**src/rtl/utils_pkg.sv**
```systemverilog
// utils_pkg: shared RV32I decode types, opcode constants and the decode function.
//   pc_t / instr_raw_t : 32-bit program counter and raw instruction word
//   op_class_t         : operation class handed to the execute stage
//   imm_fmt_t          : immediate encoding format
//   s_id_ex_t          : decode -> execute control entry
//   s_trap_info_t      : sticky first-trap record
//   decode_rv32i()     : raw instruction -> control entry plus illegal flag
package utils_pkg;

  typedef logic [31:0] pc_t;
  typedef logic [31:0] instr_raw_t;

  typedef enum logic [3:0] {
    OpLui,
    OpAuipc,
    OpJal,
    OpJalr,
    OpBranch,
    OpLoad,
    OpStore,
    OpImm,
    OpReg,
    OpFence,
    OpSystem
  } op_class_t;

  typedef enum logic [2:0] {
    ImmNone,
    ImmI,
    ImmS,
    ImmB,
    ImmU,
    ImmJ
  } imm_fmt_t;

  typedef struct packed {
    op_class_t   op;
    logic [2:0]  funct3;
    logic        funct7_b5;
    logic [4:0]  rs1;
    logic [4:0]  rs2;
    logic [4:0]  rd;
    logic        rd_we;
    logic [31:0] imm;
    pc_t         pc;
  } s_id_ex_t;

  typedef struct packed {
    pc_t  pc_addr;
    logic active;
  } s_trap_info_t;

  typedef struct packed {
    s_id_ex_t ctrl;
    logic     illegal;
  } s_dec_t;

  localparam logic [6:0] OPC_LUI    = 7'b0110111;
  localparam logic [6:0] OPC_AUIPC  = 7'b0010111;
  localparam logic [6:0] OPC_JAL    = 7'b1101111;
  localparam logic [6:0] OPC_JALR   = 7'b1100111;
  localparam logic [6:0] OPC_BRANCH = 7'b1100011;
  localparam logic [6:0] OPC_LOAD   = 7'b0000011;
  localparam logic [6:0] OPC_STORE  = 7'b0100011;
  localparam logic [6:0] OPC_OP_IMM = 7'b0010011;
  localparam logic [6:0] OPC_OP     = 7'b0110011;
  localparam logic [6:0] OPC_FENCE  = 7'b0001111;
  localparam logic [6:0] OPC_SYSTEM = 7'b1110011;

  // ADDI x0, x0, 0
  localparam instr_raw_t NOP_INSTR = 32'h0000_0013;

  function automatic logic [31:0] gen_imm(input instr_raw_t instr, input imm_fmt_t fmt);
    logic [31:0] imm;
    unique case (fmt)
      ImmI:    imm = {{20{instr[31]}}, instr[31:20]};
      ImmS:    imm = {{20{instr[31]}}, instr[31:25], instr[11:7]};
      ImmB:    imm = {{19{instr[31]}}, instr[31], instr[7], instr[30:25], instr[11:8], 1'b0};
      ImmU:    imm = {instr[31:12], 12'h000};
      ImmJ:    imm = {{11{instr[31]}}, instr[31], instr[19:12], instr[20], instr[30:21], 1'b0};
      default: imm = 32'h0;
    endcase
    return imm;
  endfunction

  // Raw field decode; register fields a format does not use are zeroed so the
  // execute stage never sees immediate bits masquerading as register indices.
  function automatic s_dec_t decode_core(input instr_raw_t instr, input pc_t pc,
                                         input logic support_fence);
    s_dec_t     res;
    logic [6:0] opc;
    logic [2:0] f3;
    logic [6:0] f7;
    imm_fmt_t   fmt;

    opc = instr[6:0];
    f3  = instr[14:12];
    f7  = instr[31:25];
    fmt = ImmNone;

    res              = '0;
    res.ctrl.pc      = pc;
    res.ctrl.funct3  = f3;
    res.ctrl.rs1     = instr[19:15];
    res.ctrl.rs2     = instr[24:20];
    res.ctrl.rd      = instr[11:7];
    res.ctrl.rd_we   = 1'b1;

    case (opc)
      OPC_LUI, OPC_AUIPC, OPC_JAL: begin
        res.ctrl.op     = (opc == OPC_LUI) ? OpLui : (opc == OPC_AUIPC) ? OpAuipc : OpJal;
        fmt             = (opc == OPC_JAL) ? ImmJ : ImmU;
        res.ctrl.funct3 = 3'b000;
        res.ctrl.rs1    = 5'd0;
        res.ctrl.rs2    = 5'd0;
      end
      OPC_JALR: begin
        res.ctrl.op  = OpJalr;
        fmt          = ImmI;
        res.ctrl.rs2 = 5'd0;
      end
      OPC_BRANCH: begin
        res.ctrl.op    = OpBranch;
        fmt            = ImmB;
        res.ctrl.rd    = 5'd0;
        res.ctrl.rd_we = 1'b0;
        res.illegal    = (f3[2:1] == 2'b01);
      end
      OPC_LOAD: begin
        res.ctrl.op  = OpLoad;
        fmt          = ImmI;
        res.ctrl.rs2 = 5'd0;
        res.illegal  = (f3 == 3'd3) || (f3 >= 3'd6);
      end
      OPC_STORE: begin
        res.ctrl.op    = OpStore;
        fmt            = ImmS;
        res.ctrl.rd    = 5'd0;
        res.ctrl.rd_we = 1'b0;
        res.illegal    = (f3 > 3'd2);
      end
      OPC_OP_IMM: begin
        res.ctrl.op  = OpImm;
        fmt          = ImmI;
        res.ctrl.rs2 = 5'd0;
        if (f3 == 3'd1) begin
          res.illegal = (f7 != 7'h00);
        end else if (f3 == 3'd5) begin
          res.illegal        = (f7 != 7'h00) && (f7 != 7'h20);
          res.ctrl.funct7_b5 = f7[5];
        end
      end
      OPC_OP: begin
        res.ctrl.op = OpReg;
        if (f7 == 7'h20) begin
          res.ctrl.funct7_b5 = 1'b1;
          res.illegal        = (f3 != 3'd0) && (f3 != 3'd5);
        end else begin
          res.illegal = (f7 != 7'h00);
        end
      end
      OPC_FENCE: begin
        // Single-issue in-order core: fences have nothing to order.
        res.ctrl.op     = OpFence;
        res.ctrl.funct3 = 3'b000;
        res.ctrl.rs1    = 5'd0;
        res.ctrl.rs2    = 5'd0;
        res.ctrl.rd     = 5'd0;
        res.ctrl.rd_we  = 1'b0;
        res.illegal     = ~support_fence;
      end
      OPC_SYSTEM: begin
        res.ctrl.op  = OpSystem;
        fmt          = ImmI;
        res.ctrl.rs2 = 5'd0;
        // funct3 == 0: ECALL/EBREAK/MRET, selected by funct12 in imm.
        if (f3 == 3'd0) res.ctrl.rd_we = 1'b0;
      end
      default: res.illegal = 1'b1;
    endcase

    if (instr[1:0] != 2'b11) res.illegal = 1'b1;
    res.ctrl.imm = gen_imm(instr, fmt);
    if (res.ctrl.rd == 5'd0) res.ctrl.rd_we = 1'b0;
    return res;
  endfunction

  // Illegal instructions are replaced by the decoded NOP, keeping the flag.
  function automatic s_dec_t decode_rv32i(input instr_raw_t instr, input pc_t pc,
                                          input logic support_fence);
    s_dec_t res;
    res = decode_core(instr, pc, support_fence);
    if (res.illegal) begin
      res         = decode_core(NOP_INSTR, pc, support_fence);
      res.illegal = 1'b1;
    end
    return res;
  endfunction

endpackage

```
**src/rtl/decode.sv**
```systemverilog
// decode: RV32I decode stage with a single output register.
//   clk, rst                 : clock, synchronous active-high reset
//   fetch_start_i/_addr_i    : core start (rising edge) and boot PC
//   jump_i/jump_addr_i       : jump request (rising edge) and target
//   fetch_valid_i/ready_o    : instruction handshake from fetch
//   fetch_instr_i            : raw instruction
//   id_valid_o/id_ready_i    : handshake to execute
//   id_ctrl_o                : decoded control entry
//   illegal_instr_o          : one-cycle pulse when an illegal instr enters the register
//   trap_info_o              : sticky first-trap record, cleared on flush
module decode
  import utils_pkg::*;
#(
  parameter int unsigned SUPPORT_FENCE = 1
) (
  input  logic         clk,
  input  logic         rst,
  input  logic         fetch_start_i,
  input  pc_t          fetch_start_addr_i,
  input  logic         jump_i,
  input  pc_t          jump_addr_i,
  input  logic         fetch_valid_i,
  output logic         fetch_ready_o,
  input  instr_raw_t   fetch_instr_i,
  output logic         id_valid_o,
  input  logic         id_ready_i,
  output s_id_ex_t     id_ctrl_o,
  output logic         illegal_instr_o,
  output s_trap_info_t trap_info_o
);

  logic         r_start;
  logic         r_jump;
  logic         r_id_valid;
  logic         r_illegal;
  pc_t          r_pc;
  s_id_ex_t     r_id_ctrl;
  s_trap_info_t r_trap;

  logic         w_start_trig;
  logic         w_jump_trig;
  logic         w_flush;
  logic         w_accept;
  logic         w_pop;
  s_dec_t       w_dec;

  // Same edge detection as fetch so both stages flush in the same cycle.
  assign w_start_trig = fetch_start_i & ~r_start;
  assign w_jump_trig  = jump_i & ~r_jump;
  assign w_flush      = w_start_trig | w_jump_trig;

  assign fetch_ready_o = ~rst & ~w_flush & (~r_id_valid | id_ready_i);
  assign w_accept      = fetch_valid_i & fetch_ready_o;
  assign w_pop         = r_id_valid & id_ready_i;

  assign w_dec = decode_rv32i(fetch_instr_i, r_pc, SUPPORT_FENCE != 0);

  always_ff @(posedge clk) begin
    if (rst) begin
      r_start    <= 1'b0;
      r_jump     <= 1'b0;
      r_id_valid <= 1'b0;
      r_illegal  <= 1'b0;
      r_pc       <= '0;
      r_id_ctrl  <= '0;
      r_trap     <= '0;
    end else begin
      r_start   <= fetch_start_i;
      r_jump    <= jump_i;
      r_illegal <= w_accept & w_dec.illegal;

      if (w_start_trig) begin
        r_pc <= fetch_start_addr_i;
      end else if (w_jump_trig) begin
        r_pc <= jump_addr_i & 32'hFFFF_FFFC;
      end else if (w_accept) begin
        r_pc <= r_pc + 32'd4;
      end

      if (w_flush) begin
        r_id_valid <= 1'b0;
      end else if (w_accept) begin
        r_id_valid <= 1'b1;
        r_id_ctrl  <= w_dec.ctrl;
      end else if (w_pop) begin
        r_id_valid <= 1'b0;
      end

      // Only the first trap since the last flush is recorded.
      if (w_flush) begin
        r_trap <= '0;
      end else if (w_accept && w_dec.illegal && !r_trap.active) begin
        r_trap.pc_addr <= r_pc;
        r_trap.active  <= 1'b1;
      end
    end
  end

  assign id_valid_o      = r_id_valid;
  assign id_ctrl_o       = r_id_ctrl;
  assign illegal_instr_o = r_illegal;
  assign trap_info_o     = r_trap;

endmodule

```
**config.mk**
```make
export PLATFORM = sky130hd
export DESIGN_NAME = decode
export DESIGN_NICKNAME = d
export VERILOG_FILES = /design/src/rtl/utils_pkg.sv /design/src/rtl/decode.sv
export SDC_FILE = /design/constraint.sdc
export NUM_CORES = 1
export LEC_CHECK = 0
export BUFFER_PORTS_ARGS = -buffer_cell sky130_fd_sc_hd__buf_4
export CAP_MARGIN = 20
export CORE_MARGIN = 10
export CORE_UTILIZATION = 46
export CTS_CLUSTER_DIAMETER = 60
export DETAILED_ROUTE_END_ITERATION = 6
export PLACE_DENSITY = 0.72
export REMOVE_ABC_BUFFERS = 1
export SYNTH_ARGS = -nofsm -noshare
export SYNTH_HDL_FRONTEND = slang
export SYNTH_SLANG_ARGS = --single-unit
```
**constraint.sdc**
```tcl
create_clock -name clk -period 2.35 [get_ports clk]
set_input_delay 0.235 -clock clk [delete_from_list [all_inputs] [get_ports clk]]
set_output_delay 0.235 -clock clk [all_outputs]
set_load 0.005 [all_outputs]
```
==> qor.csv <==
metric,value,unit
"delay-heaviest family, CP",simple AND/OR/NAND/NOR gates,
Reg area,3143,sq um
cts bufs inserted,17,
"FFs w/ async S/R, synth",0,%
die boundary height,149.4,microns
Worst-Skew Late Latency,0.43,ns
Max Root-Sink Buffers,2,
clock root cell,clkbuf_16,
# DRC,0,
largest net degree at the start of global routing,50,
outcome,finished clean,
Filler cells,1479,
Clk pwr share,41.7,%
H-tree levels,4,
"EDFF count, synth",0,
Final GP Congestion,0.8822,
Max Clk Rate,439.1,MHz
core area,16520,sq um
VDD IR max,512.2,uV
Gate power share,13.7,%
"Slowest-stage cell, CP",or3_2,
worst-path cell chain,nor2b_4 -> or3_2 -> buf_6 -> buf_6 -> nor2_1 -> buf_4,
top-count cell post-synth,dfxtp_1,
# IOs,226,
PD cells,615.6,nW/um^2
Yosys cell types,78,
first-pass GRT wire length,41520,microns
fraction of power spent switching nets,26.39,%
TritonCTS clock tree,built,
Seq cells post-synth,157,
Leak,4.102,nW
Initial DRC Count,644,
Final Max Tran Viols,0,
worst setup path end,fetch_ready_o,
hold_ws,0.02184,ns
top post-synthesis cells by area,"dfxtp_1, nand2_1, a21oi_1, nand3_2, a21oi_2",
NumNets Final,1213,
Hold Path Class,primary input to flop,
post-synth top area share,40.82,%
P_sw,1.668,mW
count of final setup violators,0,
Die X,149.4,microns
vias in the first global route,7472,
Sequential Power Share,44.6,%
Rows,47,
worst-margin pin slew,0.5531,ns
Max-Slew Margin vs Limit,63.12,%
Pwr Total,6.322,mW
Reg-to-Reg Start,r_pc[13],
Vias per Instance,5.679,
critical path type,flop to output port,
share of layout cells above drive strength 1,35.53,%
Synth top cells by count,"dfxtp_1, nand2_1, a21oi_1, nor2_1, o21ai_1",
"most used cell, CP",buf_6,
GR Util All Layers,23.01,%
cell area after synthesis,7700,sq um
"Remaining Overflow, GRT",0,
flop2flop setup slack,0.11,ns
Crit path buffers/inverters,3,
per-cell routed wire length,19.64,microns
max_cap viols,0,
First-pass DRT Iterations,5,
initial antenna violation count,1,
Int Power,4.653,mW
P&R area growth vs syn,33.36,%
Clock Skew,0.008956,ns
CTS clock-pin slew for the worst setup and hold paths,0.06,ns
Multi-input gate area,4090,sq um
Final Util,62.14,%
Routed Antenna Nets,0,
FF-to-FF path depth,6,
"Seq/Total Area, Yosys",40.82,%
starting density of the core,46.60,%
fin crit share,96.92,%
CP Launch Type,flop,
crit-path max cell delay,0.48,ns
via count,7633,
PortBufs,223,
RSZ-0062 raised after global routing,false,
Worst EP arrival,2.04,ns
worst path required time,2.12,ns
final hold vios,0,
Syn Inst Count,892,
WL final,26390,microns
min cycle time layout,2.278,ns
critical path depth,6,
Sink Count,157,
Detailed Place HPWL,19380,microns
Main synth FF type,dfxtp_1,
Yosys warning count,0,
crit path from,r_start,
"area leader, netlist",dfxtp_1,
largest fanout on the critical path,19,
reg2reg end,r_pc[29],
average instance area after synthesis,8.632,sq um
die area,22310,sq um
CP endpoint kind,output port,
worst min-delay path by stage:
stage | slack, ns | end | cells past startpoint | from
floorplan | 0.30 | id_ctrl_o[0] | 1 | rst
global placement | 0.44 | id_ctrl_o[47] | 2 | id_ctrl_o[47]
detailed placement | 0.44 | id_ctrl_o[47] | 2 | id_ctrl_o[47]
CTS | 0.01 | id_ctrl_o[76] | 2 | fetch_instr_i[16]
global route | 0.02 | id_ctrl_o[75] | 2 | fetch_instr_i[15]
finish | 0.02 | id_ctrl_o[76] | 2 | fetch_instr_i[16]
placed cells by master (no fill, tap or decap), types with 13 or more instances in the layout:
master / count
clkbuf_16: 17
dfxtp_1: 157
a211oi_1: 27
nand3_2: 33
nand3_1: 17
a22o_1: 28
nor3_1: 19
o21ai_1: 46
a21o_1: 13
buf_4: 273
a21oi_1: 67
nand2_1: 116
o21ai_0: 20
a21oi_2: 31
nor2_1: 61
logic make-up after synthesis:
| group | synth area share (%) |
|---|---|
| AO/OA/AOI/OAI | 27.12 |
| XOR/XNOR | 2.161 |
| adder cells (fa/ha/maj) | 0.1625 |
| buffers and inverters | 6.760 |
| flip-flops | 40.82 |
| multiplexers | 0.4225 |
| AND/OR/NAND/NOR | 22.55 |
power groups by stage:
stage / clock (mW) / combinational (mW) / sequential [mW]
after floorplan: 0 / 0.386 / 2.88
after global placement: 0 / 0.839 / 2.87
after detailed placement: 0 / 0.847 / 2.88
after CTS: 2.67 / 0.853 / 2.82
after global routing: 2.79 / 0.935 / 2.83
final: 2.64 / 0.863 / 2.82
routing by layer:
| layer | GRT usage (%) | vias up | share of wire, % |
|---|---|---|---|
| li1 | - | 3665 | - |
| met5 | 0 | - | 0 |
| met4 | 7.360 | 0 | 2.0 |
| met1 | 28.99 | 3617 | 42 |
| met2 | 35.27 | 310 | 46 |
| met3 | 9.041 | 41 | 10 |
registers in the layout (all words and copies together), names as in the netlist:
signal and cells:
id_valid_o 1, trap_info_o 33, id_ctrl_o 88, r_pc 32, r_start 1, illegal_instr_o 1, r_jump 1
worst reg2reg max path: stages (launching register included):
cell and delay [ns]:
dfxtp_1 0.43, nand4_1 0.22, nor4_4 0.39, and2_1 0.35, nand2_1 0.21, o31a_1 0.29
a221oi_1 0.25
repair_timing:
action / CTS / global route
hold buffers: 0 / 0
setup endpoints to repair: 1 / 1
gates resized for setup: 1 / 1
setup buffers: 0 / 0
cell type report:
cell class	instances	share of cell area [%]
timing repair buffer	279	20.96
clock buffer	23	4.655
sequential	157	30.61
tap	220	2.681
clock inverter	9	0.8407
inverter	11	0.4021
antenna	1	0.02437
multi-input combinational	644	39.83
per-stage QoR:
stage / setup slack, ns / instances / instance area (sq um) / TNS (ns)
global route: 0.007079 / 1343 / 10270 / 0
global placement: 0.07213 / 1310 / 9674 / 0
detailed placement: 0.06676 / 1310 / 9674 / 0
CTS: 0.006721 / 1342 / 10240 / 0
floorplan: -3.234 / 812 / 7221 / -280.08
finish: 0.07241 / 1344 / 10270 / 0
No activity file was read; power rests on OpenSTA's default activity.
